$ cat config.mk
export PLATFORM = sky130hd
export DESIGN_NAME = rr_arbiter_n_flat
export DESIGN_NICKNAME = d
export VERILOG_FILES = /design/src/rtl/rr_arbiter_n_if.sv /design/src/rtl/rr_arbiter_n.sv /design/src/flat_wrapper.sv
export SDC_FILE = /design/constraint.sdc
export NUM_CORES = 1
export LEC_CHECK = 0
export BUFFER_PORTS_ARGS = -buffer_cell sky130_fd_sc_hd__buf_2
export CORE_ASPECT_RATIO = 1.1
export CORE_MARGIN = 2
export CORE_UTILIZATION = 50
export CTS_CLUSTER_SIZE = 10
export DETAILED_ROUTE_END_ITERATION = 7
export PLACE_DENSITY = 0.75
export SYNTH_ARGS = -nofsm -noshare
export SYNTH_HDL_FRONTEND = slang
export SYNTH_SLANG_ARGS = --single-unit
export TNS_END_PERCENT = 50
$ cat constraint.sdc
create_clock -name clk -period 5.7 [get_ports clk]
set_input_delay 0.855 -clock clk [delete_from_list [all_inputs] [get_ports clk]]
set_output_delay 0.855 -clock clk [all_outputs]
set_load 0.03 [all_outputs]
$ cat src/rtl/rr_arbiter_n_if.sv
// Handshake bundle between requesting input ports, the arbiter and the downstream link.
//   req      : per-port request (port i has a flit)
//   tail     : per-port tail-flit flag, sampled with the transfer
//   dcts     : downstream clear-to-send
//   grant    : one-hot transfer strobe to the granted input port
//   xbar_sel : one-hot crossbar select
//   rts      : request-to-send to downstream
//   busy     : arbiter not idle
// Modports: master = requester/downstream side, slave = arbiter.
interface rr_arbiter_n_if #(
    parameter int unsigned NUM_PORTS = 5
);
    logic [NUM_PORTS-1:0] req;
    logic [NUM_PORTS-1:0] tail;
    logic                 dcts;
    logic [NUM_PORTS-1:0] grant;
    logic [NUM_PORTS-1:0] xbar_sel;
    logic                 rts;
    logic                 busy;

    modport master (
        output req, tail, dcts,
        input  grant, xbar_sel, rts, busy
    );

    modport slave (
        input  req, tail, dcts,
        output grant, xbar_sel, rts, busy
    );
endinterface

$ cat src/rtl/rr_arbiter_n.sv
// Round-robin arbiter for NUM_PORTS input ports onto one downstream link.
// Each grant is a SEND/GAP pair, so peak throughput is one transfer per two cycles.
// Ports:
//   clk  : rising-edge clock
//   rst  : synchronous active-high reset
//   bus  : rr_arbiter_n_if.slave (req, tail, dcts in; grant, xbar_sel, rts, busy out)
// Build option: define ARB_PACKET_LOCK_EN for wormhole packet locking (the
// granted port keeps the link until it transfers a tail flit, and the next
// packet search starts after the previous owner).
module rr_arbiter_n #(
    parameter int unsigned NUM_PORTS = 5
) (
    input  logic          clk,
    input  logic          rst,
    rr_arbiter_n_if.slave bus
);
    localparam int unsigned IDX_W = (NUM_PORTS > 1) ? $clog2(NUM_PORTS) : 1;
    localparam int unsigned SUM_W = IDX_W + 1;
    localparam logic [SUM_W-1:0] NP_SUM = SUM_W'(NUM_PORTS);
    localparam logic [IDX_W-1:0] LAST_IDX = IDX_W'(NUM_PORTS - 1);

    typedef enum logic [1:0] {
        S_IDLE = 2'd0,
        S_SEND = 2'd1,
        S_GAP  = 2'd2
    } state_t;

    state_t               r_state, w_state_nxt;
    logic [IDX_W-1:0]     r_cur, w_cur_nxt;
    logic [IDX_W-1:0]     r_ptr, w_ptr_nxt;
    logic                 r_lock, w_lock_nxt;
    logic [IDX_W-1:0]     w_cur_inc;
    logic [IDX_W-1:0]     w_start;
    logic [IDX_W-1:0]     w_pick;
    logic                 w_found;
    logic [SUM_W-1:0]     w_idx;
    logic [NUM_PORTS-1:0] w_cur_oh;
    logic                 w_send;

    // Modulo increment; never yields an index >= NUM_PORTS.
    assign w_cur_inc = (r_cur == LAST_IDX) ? '0 : r_cur + IDX_W'(1);
    assign w_cur_oh  = {{(NUM_PORTS-1){1'b0}}, 1'b1} << r_cur;
    assign w_send    = (r_state == S_SEND);

    // Outputs decoded from registers; grant additionally qualified by dcts.
    assign bus.rts      = w_send;
    assign bus.busy     = (r_state != S_IDLE);
    assign bus.xbar_sel = w_send ? w_cur_oh : '0;
    assign bus.grant    = (w_send && bus.dcts) ? w_cur_oh : '0;

`ifndef ARB_PACKET_LOCK_EN
    logic w_unused_tail;
    assign w_unused_tail = ^bus.tail;
`endif

    // Search origin: ptr from IDLE; in GAP, the last owner (or the one after it when locking).
    always_comb begin
        w_start = r_ptr;
        if (r_state == S_GAP) begin
`ifdef ARB_PACKET_LOCK_EN
            w_start = w_cur_inc;
`else
            w_start = r_cur;
`endif
        end
    end

    // First set request at or after w_start, wrapping modulo NUM_PORTS.
    always_comb begin
        w_found = 1'b0;
        w_pick  = w_start;
        w_idx   = '0;
        for (int unsigned k = 0; k < NUM_PORTS; k++) begin
            w_idx = SUM_W'(w_start) + SUM_W'(k);
            if (w_idx >= NP_SUM) begin
                w_idx = w_idx - NP_SUM;
            end
            if (!w_found && bus.req[w_idx[IDX_W-1:0]]) begin
                w_found = 1'b1;
                w_pick  = w_idx[IDX_W-1:0];
            end
        end
    end

    // Next-state logic.
    always_comb begin
        w_state_nxt = r_state;
        w_cur_nxt   = r_cur;
        w_ptr_nxt   = r_ptr;
        w_lock_nxt  = r_lock;
        case (r_state)
            S_IDLE: begin
                if (w_found) begin
                    w_cur_nxt   = w_pick;
                    w_state_nxt = S_SEND;
                end
            end
            S_SEND: begin
                if (bus.dcts) begin
                    w_state_nxt = S_GAP;
                    w_ptr_nxt   = w_cur_inc;
`ifdef ARB_PACKET_LOCK_EN
                    w_lock_nxt  = ~bus.tail[r_cur];
`else
                    w_lock_nxt  = 1'b0;
`endif
                end
            end
            S_GAP: begin
                // r_lock is constant 0 unless packet locking is built in.
                if (r_lock) begin
                    if (bus.req[r_cur]) begin
                        w_state_nxt = S_SEND;
                    end
                end else if (w_found) begin
                    w_cur_nxt   = w_pick;
                    w_state_nxt = S_SEND;
                end else begin
                    w_state_nxt = S_IDLE;
                end
            end
            default: begin
                w_state_nxt = S_IDLE;
            end
        endcase
    end

    // State registers.
    always_ff @(posedge clk) begin
        if (rst) begin
            r_state <= S_IDLE;
            r_cur   <= '0;
            r_ptr   <= '0;
            r_lock  <= 1'b0;
        end else begin
            r_state <= w_state_nxt;
            r_cur   <= w_cur_nxt;
            r_ptr   <= w_ptr_nxt;
            r_lock  <= w_lock_nxt;
        end
    end
endmodule

$ cat src/flat_wrapper.sv
// flat-port wrapper written by rule: the top's interface ports become plain ports
module rr_arbiter_n_flat 
#(
    parameter int unsigned NUM_PORTS = 5
)
  (clk, rst, bus_req, bus_tail, bus_dcts, bus_grant, bus_xbar_sel, bus_rts, bus_busy);
  rr_arbiter_n_if #(.NUM_PORTS(NUM_PORTS)) bus_i ();
  input  logic clk;
  input  logic rst;
  input wire logic [$bits(bus_i.req)-1:0] bus_req;
  input wire logic [$bits(bus_i.tail)-1:0] bus_tail;
  input wire logic [$bits(bus_i.dcts)-1:0] bus_dcts;
  output wire logic [$bits(bus_i.grant)-1:0] bus_grant;
  output wire logic [$bits(bus_i.xbar_sel)-1:0] bus_xbar_sel;
  output wire logic [$bits(bus_i.rts)-1:0] bus_rts;
  output wire logic [$bits(bus_i.busy)-1:0] bus_busy;
  assign bus_i.req = bus_req;
  assign bus_i.tail = bus_tail;
  assign bus_i.dcts = bus_dcts;
  assign bus_grant = bus_i.grant;
  assign bus_xbar_sel = bus_i.xbar_sel;
  assign bus_rts = bus_i.rts;
  assign bus_busy = bus_i.busy;
  rr_arbiter_n #(.NUM_PORTS(NUM_PORTS)) u_core (.clk(clk), .rst(rst), .bus(bus_i));
endmodule
==> results of run 1 <==
## registers in the layout, indices dropped and copies added, names as in the netlist
signal,cells
u_core.r_ptr,3
u_core.r_cur,3
u_core.r_state,2
## cells in the final DEF (no fill, tap or decap), types with 5 or more instances in the layout
cell,n
buf_2,19
nor4_1,6
and3_1,6
mux2i_1,8
nand3_1,7
nor2_1,20
o21ai_0,5
a211o_1,5
a21oi_1,13
nor3_1,10
a211oi_1,7
and2_1,7
nand2_1,15
inv_1,13
ha_1,10
dfxtp_1,8
xnor2_1,5
## cell usage after synthesis (all sizes together) (6+ instances only)
master	count	area (µm²)
nor2	20	75.07
inv	17	63.81
nand2	15	56.30
a21oi	14	73.82
ha	10	125.1
nor3	10	50.05
buf	8	52.55
dfxtp	8	160.2
mux2i	8	80.08
a211oi	7	52.55
and2	7	43.79
nand3	7	35.03
o21ai	7	35.03
and3	6	37.54
clkbuf	6	22.52
nor4	6	37.54
## layer usage
metal | track usage | wire (µm)
met5 | 0 | 0
met4 | 0.04891 | 48
met3 | 0.03718 | 331
met2 | 0.4321 | 2352
met1 | 0.3756 | 2241
## final cells by class
type,count,area [µm²]
Fill cell,336,1493
Multi-Input combinational cell,196,1456
Sequential cell,8,160.2
Timing Repair Buffer,20,102.6
Inverter,17,63.81
Tap cell,48,60.06
Clock buffer,3,22.52
## kinds of logic after synthesis
kind of cell	share of synthesized area
adders and majority gates	0.07128
buffers and inverters	0.07911
muxes	0.06700
DFF	0.09123
xor gates and xnor gates	0.02495
AOI/OAI and AO/OA	0.3664
and+or+nand+nor	0.3001
## worst max-delay path, stage by stage (launching register included)
cell	delay (ps)
dfxtp_1	700
nand2b_1	480
a21o_4	320
inv_2	200
ha_1	460
or4bb_1	510
o31ai_1	110
a32oi_1	130
a2111o_1	310
a21boi_1	160
o2111a_1	330
a21oi_2	230
nor2_1	80
a311oi_2	240
## per-stage QoR
step | cells | area [µm²] | hold slack (ps) | util | power (mW)
CTS | 292 | 1866 | 590.8 | 0.5555 | 0.6684
global placement | 289 | 1843 | 579.8 | 0.5488 | 0.6196
finish | 292 | 1866 | 596.2 | 0.5555 | 0.6755
detailed placement | 289 | 1843 | 584.0 | 0.5488 | 0.6230
floorplan | 235 | 1755 | 556.1 | - | 0.5132
global route | 292 | 1866 | 631.0 | 0.5555 | 0.7353
## report_power, final
group | total, mW | internal (mW) | switching, mW
Combinational | 0.520 | 0.205 | 0.314
Clock | 0.0429 | 0.0241 | 0.0189
Sequential | 0.113 | 0.0693 | 0.0437
## final timing paths
kind / from / to / slack (ps) / cells after the start
worst max-delay path: u_core.r_state[0] / u_core.r_cur[1] / 1340 / 13
worst min-delay path: u_core.r_ptr[1] / u_core.r_ptr[1] / 600 / 2
worst max register to register: u_core.r_state[0] / u_core.r_cur[1] / 1340 / 13
worst min register to register: u_core.r_ptr[1] / u_core.r_ptr[1] / 600 / 2
==> reports/summary.txt, run 1 <==
Status - finished, final reports clean
CP Launch Type - flop
Power per standard cell area - 362.1 nW/µm²
Worst Tran Pin Value - 668.6 ps
Postcts setup bufs - 0
Vias per Instance - 6.538
Cell Area, Synth - 1755 µm²
LEAKAGE - 0.7344 nW
# nets final - 269
Setup TNS - 0 ps
Detail Route Antenna Nets - 0
Layout cells sized above 1 - 0.1926
Period minus WS final - 4362 ps
Tcrit/Tclk final - 0.7653
Seq/Total Area, Yosys - 0.09123
DIE WIDTH - 60.50 µm
Flops & latches, synth - 8
Distinct cells, synth - 70
Grt ovf - 0
Number of global-route vias before repair - 1739
HPWL after DPL - 3701 µm
CTS max path bufs - 2
Hold Buf Count CTS - 0
Skew-Pair Late Insertion Delay - 250 ps
Iter 0 DRT Violations - 204
I/O pins - 25
CTS tree - done
Clock slew seen by the registers of the worst setup and hold paths - 60 ps
RSZ-0062 raised after global routing - false
Full die area - 4001 µm²
Hold Violations, Final - 0
Primary FF master, synth - dfxtp_1
Post-synth EDFFs - 0
FFs w/ async S/R, synth - 0
Post-Syn Instances - 235
Die H - 66.15 µm
Num CTS Buffers - 3
P&R area growth vs syn - 6.272%
DRC viols - 0
Starting Density - 0.5227
Synth warn - 0
Crit Path Max Fanout - 18
Clock sink total - 8
Final worst slack - 1338 ps
Nature of the critical path endpoint - flop
Routed WL per cell - 17.03 µm
CP Class - reg -> reg
First-pass GRT wire length - 8314 µm
Largest net degree at the start of global routing - 19
Setup Viol. Count Final - 0
CTS Root Cell - clkbuf_4
Initial antenna violation count - 0
Fin. max-slew vios - 0
Max-cap viol count - 0
CP arrival - 4520 ps
Routability Congestion - 0.9515
Drt total wl - 4974 µm
Drt first pass iters - 5
Max Clk Rate - 229.3 MHz
N_diodes - 0
Syn nets - 258
Mapped Avg Cell Area - 7.470 µm²
Core area - 3358 µm²
Via count - 1909
Clock skew - 5.128 ps
Row count - 22
Htree depth - 1
GRT Resource Usage Total - 0.2668
Peak supply drop - 152.8 µV
Post-CTS Resized - 0
Buffers added on ports - 19
CP required - 5860 ps
Slew headroom - 0.5415
Setup WS pre-CTS - 1433 ps
Hold WC Path Type - reg -> reg
Note: power is estimated with default switching activity, not from simulation.
==> run 2: changes to the inputs <==
--- a/config.mk
+++ b/config.mk
@@ -5,13 +5,14 @@
 export SDC_FILE = /design/constraint.sdc
 export NUM_CORES = 1
 export LEC_CHECK = 0
+export ABC_AREA = 1
 export BUFFER_PORTS_ARGS = -buffer_cell sky130_fd_sc_hd__buf_2
 export CORE_ASPECT_RATIO = 1.1
 export CORE_MARGIN = 2
 export CORE_UTILIZATION = 50
 export CTS_CLUSTER_SIZE = 10
 export DETAILED_ROUTE_END_ITERATION = 7
-export PLACE_DENSITY = 0.75
+export PLACE_DENSITY = 0.78
 export SYNTH_ARGS = -nofsm -noshare
 export SYNTH_HDL_FRONTEND = slang
 export SYNTH_SLANG_ARGS = --single-unit
==> constraint.sdc (replaced) <==
create_clock -name clk -period 4 [get_ports clk]
set_input_delay 0.6 -clock clk [delete_from_list [all_inputs] [get_ports clk]]
set_output_delay 0.6 -clock clk [all_outputs]
set_load 0.03 [all_outputs]
==> reports/summary.txt, run 2 <==
Die H - 64.35 µm
Nature of the critical path endpoint - flop
Max Clk Rate - 334.5 MHz
Cell Area, Synth - 1655 µm²
Hold Violations, Final - 0
Commonest non-fill, non-tap cell in the layout - nand2_1
Top cells by area, synth - nand2_1, nand3_1, dfxtp_1, inv_1, ha_1
Final worst slack - 1010 ps
Count leader, synth - nand2_1
Peak supply drop - 428.4 µV
Final core occ - 0.5722
Buf+Inv Stages, Crit Path - 2
Initial antenna violation count - 0
Delay-heaviest family, CP - simple AND/OR/NAND/NOR gates
Hold WC Path Type - reg -> reg
Worst Tran Pin Value - 570.5 ps
CP Class - reg -> reg
Setup Viol. Count Final - 0
Tcrit/Tclk final - 0.7475
Full die area - 3787 µm²
Max-cap viol count - 0
N_diodes - 0
Slowest cell on the critical path - dfxtp_1
Row count - 21
DIE WIDTH - 58.86 µm
FFs w/ async S/R, synth - 0
Setup WS pre-CTS - 1055 ps
Cell mode on critical path - nand2_1
Min-delay src - u_core.r_ptr[1]
Buffers added on ports - 19
P&R area growth vs syn - 7.181%
# nets final - 312
Routability Congestion - 0.9086
RSZ-0062 raised after global routing - false
Fillers - 337
Skew-Pair Late Insertion Delay - 250 ps
Flops & latches, synth - 8
DRC viols - 1
R2r startpoint - u_core.r_state[1]
Detail Route Antenna Nets - 0
Htree depth - 1
CTS max path bufs - 2
Power per standard cell area - 625.3 nW/µm²
Fin. max-slew vios - 0
HPWL after DPL - 3051 µm
Core area - 3100 µm²
Seq/Total Area, Yosys - 0.09675
CP required - 4170 ps
Vias per Instance - 5.536
Syn nets - 292
Number of global-route vias before repair - 1624
CP Launch Type - flop
Post-CTS Resized - 0
Num CTS Buffers - 3
Largest stage delay, worst path - 680 ps
Slew headroom - 0.6191
Hold Buf Count CTS - 0
Mapped Avg Cell Area - 6.154 µm²
Top flop regs - u_core.r_cur: 3 flops, u_core.r_ptr: 3 flops, u_core.r_state: 2 flops
Clock sink total - 8
Distinct cells, synth - 32
I/O pins - 25
Via count - 1777
Commonest non-fill, non-tap cells in the layout - nand2_1, nand3_1, inv_1, buf_2
Synth warn - 0
LEAKAGE - 0.9694 nW
First-pass GRT wire length - 6389 µm
Grt ovf - 0
Starting Density - 0.5339
Clock skew - 11.43 ps
CP arrival - 3160 ps
Clock slew seen by the registers of the worst setup and hold paths - 60 ps
CTS tree - done
Drt total wl - 3726 µm
Postcts setup bufs - 0
Failing checks - design-rule violations
Status - finished with violations
Routed WL per cell - 11.61 µm
Layout cells sized above 1 - 0.2578
Synth area leader - nand2_1
Post-synth EDFFs - 0
Commonest cells in the netlist - nand2_1, nand3_1, inv_1
Period minus WS final - 2990 ps
Synth top area share - 0.1451
Setup TNS - 0 ps
CTS Root Cell - clkbuf_4
Post-Syn Instances - 269
Crit Path Max Fanout - 10
Largest net degree at the start of global routing - 13
Critical-path cell list - nand2_8, nand2_1, nand2_4, ha_1, inv_1, or2_2, o22ai_2, or2_0, nand2_2, nor2_8, nand3_2, nand2_1, inv_1, nand2_1, nand2_1, a21oi_1
Drt first pass iters - 6
Primary FF master, synth - dfxtp_1
Iter 0 DRT Violations - 106
GRT Resource Usage Total - 0.2092
CP Launch Point - u_core.r_state[1]
-- run 2: per-layer routing --
| layer | share of wire | track usage | up-vias |
|---|---|---|---|
| met4 | 0.012 | 0.07102 | 0 |
| met5 | 0 | 0 | - |
| li1 | - | - | 910 |
| met2 | 0.50 | 0.3875 | 52 |
| met1 | 0.44 | 0.2503 | 809 |
| met3 | 0.049 | 0.006073 | 6 |
-- run 2: worst paths after layout --
kind                endpoint  slack [ps]  cells past startpoint
min          u_core.r_ptr[1]         490                      2
min reg2reg  u_core.r_ptr[1]         490                      2
max reg2reg  u_core.r_cur[1]        1010                     16
max          u_core.r_cur[1]        1010                     16
-- run 2: area by class of cell --
type / instances / area (µm²) / share of cell area
multi-input cells: 212 / 1282 / 0.7228
inverters: 45 / 171.4 / 0.09661
flip-flops and latches: 8 / 160.2 / 0.09027
repair buffers: 19 / 95.09 / 0.05360
well taps: 34 / 42.54 / 0.02398
clock buffers: 3 / 22.52 / 0.01269
-- run 2: cells by family (layout without fill, tap and decap cells) --
family,count (synthesis),in the layout,share of synthesized area
compound gates,18,18,0.06878
xor+xnor,2,2,0.01512
fa+ha+maj,10,10,0.07559
buf+inv,49,67,0.1285
flops,8,8,0.09675
simple gates,182,182,0.6153
-- run 2: where the power goes --
| group | switching (mW) | internal (mW) | leakage (nW) |
|---|---|---|---|
| clock network | 0.0273 | 0.0343 | 0.0138 |
| logic | 0.620 | 0.291 | 0.890 |
| registers | 0.0355 | 0.101 | 0.0657 |
| total | 0.683 | 0.427 | 0.969 |
-- run 2: worst min-delay path: stages, from the launching register on --
cell and delay [ps]:
dfxtp_1 310, inv_1 80, a21oi_1 60
-- run 2: metrics by stage --
stage | cell area [µm²] | power, mW | std cells | hold slack, ps
floorplan | 1655 | 0.8926 | 269 | 461.4
global placement | 1752 | 1.032 | 318 | 478.4
detailed placement | 1752 | 1.043 | 318 | 487.6
CTS | 1774 | 1.111 | 321 | 496.4
global route | 1774 | 1.232 | 321 | 535.6
finish | 1774 | 1.109 | 321 | 493.2
==> run 3: changes to the inputs <==
--- a/config.mk
+++ b/config.mk
@@ -12,7 +12,7 @@
 export CORE_UTILIZATION = 50
 export CTS_CLUSTER_SIZE = 10
 export DETAILED_ROUTE_END_ITERATION = 7
-export PLACE_DENSITY = 0.78
+export PLACE_DENSITY = 0.75
 export SYNTH_ARGS = -nofsm -noshare
 export SYNTH_HDL_FRONTEND = slang
 export SYNTH_SLANG_ARGS = --single-unit
==> constraint.sdc (replaced) <==
create_clock -name clk -period 3 [get_ports clk]
set_input_delay 0.45 -clock clk [delete_from_list [all_inputs] [get_ports clk]]
set_output_delay 0.45 -clock clk [all_outputs]
set_load 0.03 [all_outputs]
==> reports/summary.txt, run 3 (synthesis results as in run 2) <==
Non-filler cells, final - 327
R2r setup slk - 260 ps
CP arrival - 2920 ps
Num CTS Buffers - 3
Met3 Track Usage GR - 0.006073
Layout cells sized above 1 - 0.2799
Placed insts - 320
Worst Tran Pin Value - 426.0 ps
Grt met2 use - 0.3944
Routed WL per cell - 11.98 µm
N_diodes - 0
Iter 0 DRT Violations - 80
Drt first pass iters - 6
Hold WC Path Type - in -> reg
Hold Buf Count CTS - 0
CP required - 3180 ps
Routability Congestion - 0.9129
Max-cap viol count - 0
CTS max path bufs - 2
Setup Viol. Count Final - 0
Full die area - 3787 µm²
Commonest non-fill, non-tap cell in the layout - nand2_1
Drt total wl - 3917 µm
Crit Path Max Fanout - 10
Peak supply drop - 439.0 µV
Core area - 3100 µm²
LEAKAGE - 1.004 nW
Htree depth - 1
Hold Crit Depth - 2
Max Clk Rate - 364.6 MHz
Fin. max-slew vios - 0
Power per standard cell area - 841.2 nW/µm²
Slew headroom - 0.7130
Largest net degree at the start of global routing - 13
Fillers - 320
Setup TNS - 0 ps
Top flop regs - u_core.r_cur: 3 flops, u_core.r_ptr: 3 flops, u_core.r_state: 2 flops
# nets final - 318
I/O pins - 25
Failing checks - design-rule violations
Detail Route Antenna Nets - 0
Register area - 160.2 µm²
Tcrit/Tclk final - 0.9143
Grt ovf - 0
Vias per Instance - 5.343
Final core occ - 0.5985
GRT Resource Usage Total - 0.2195
Status - finished with violations
Via count - 1747
Grt met1 use - 0.2628
Buffers added on ports - 19
Design Area, Final - 1856 µm²
Hold Violations, Final - 0
CTS Root Cell - clkbuf_4
DIE WIDTH - 58.86 µm
Clock sink total - 8
First-pass GRT wire length - 6679 µm
Die H - 64.35 µm
CP Class - reg -> reg
Starting Density - 0.5339
Clock slew seen by the registers of the worst setup and hold paths - 50 ps
CTS tree - done
Commonest non-fill, non-tap cells in the layout - nand2_1, nand3_1, inv_1, buf_2, nand2_2
Post-DP Area - 1767 µm²
Footprint of the multi-input gates - 1313 µm²
Nature of the critical path endpoint - flop
Worst R2R Path Depth - 17
Initial antenna violation count - 0
Skew-Pair Late Insertion Delay - 250 ps
HPWL after DPL - 3179 µm
Row count - 21
Most used routing layer - met2
Number of global-route vias before repair - 1634
Period minus WS final - 2743 ps
Clock skew - 1.217 ps
DRC viols - 1
P&R area growth vs syn - 12.09%
CP Launch Type - flop
run 3: critical path, cell delays in order, from the launching register on:
cell	delay (ps)
dfxtp_1	390
clkinv_4	140
buf_4	170
nand3_1	100
nand2_4	120
ha_1	250
nand2_2	100
nand3_2	150
o21ai_4	230
nand3_1	110
or2_0	230
nand2_2	150
nor2_8	70
nand3_2	60
nand2_2	90
nor2_1	120
nand2_1	70
a21oi_1	110
run 3: what timing repair did:
| action | CTS | global route |
|---|---|---|
| setup buffers | 0 | 4 |
| resized for setup | 0 | 6 |
| endpoints found under the hold margin | 0 | 0 |
| endpoints found under the setup margin | 0 | 1 |
run 3: power breakdown:
group	switching (mW)	leakage (nW)	internal, mW
sequential	0.0270	0.0657	0.135
combinational	0.882	0.924	0.437
clock	0.0346	0.0138	0.0456
total	0.943	1.00	0.618
run 3: path summary, 6_finish.rpt:
check                                  startpoint              end
worst max-delay path            u_core.r_state[0]  u_core.r_cur[2]
worst min-delay path                          rst  u_core.r_cur[1]
worst max register to register  u_core.r_state[0]  u_core.r_cur[2]
worst min register to register    u_core.r_ptr[1]  u_core.r_ptr[1]
run 3: area by class of cell:
type / count / share of cell area
clock buffers: 3 / 0.01214
multi-input cells: 212 / 0.7074
well taps: 34 / 0.02293
inverters: 45 / 0.09373
flip-flops and latches: 8 / 0.08631
repair buffers: 25 / 0.07755
run 3: per-layer routing:
metal | share of wire | wire, µm
met5 | 0 | 0
met4 | 0.027 | 105
met3 | 0.039 | 153
met2 | 0.50 | 1977
met1 | 0.43 | 1681
run 3: per-stage QoR:
stage / power, mW / setup WS [ps] / hold slack [ps]
floorplan: 1.190 / 404.7 / 461.4
global placement: 1.394 / 281.3 / 480.1
detailed placement: 1.409 / 235.3 / 493.7
CTS: 1.497 / 211.1 / 455.6
global route: 1.733 / -38.81 / 459.1
finish: 1.561 / 257.2 / 460.8
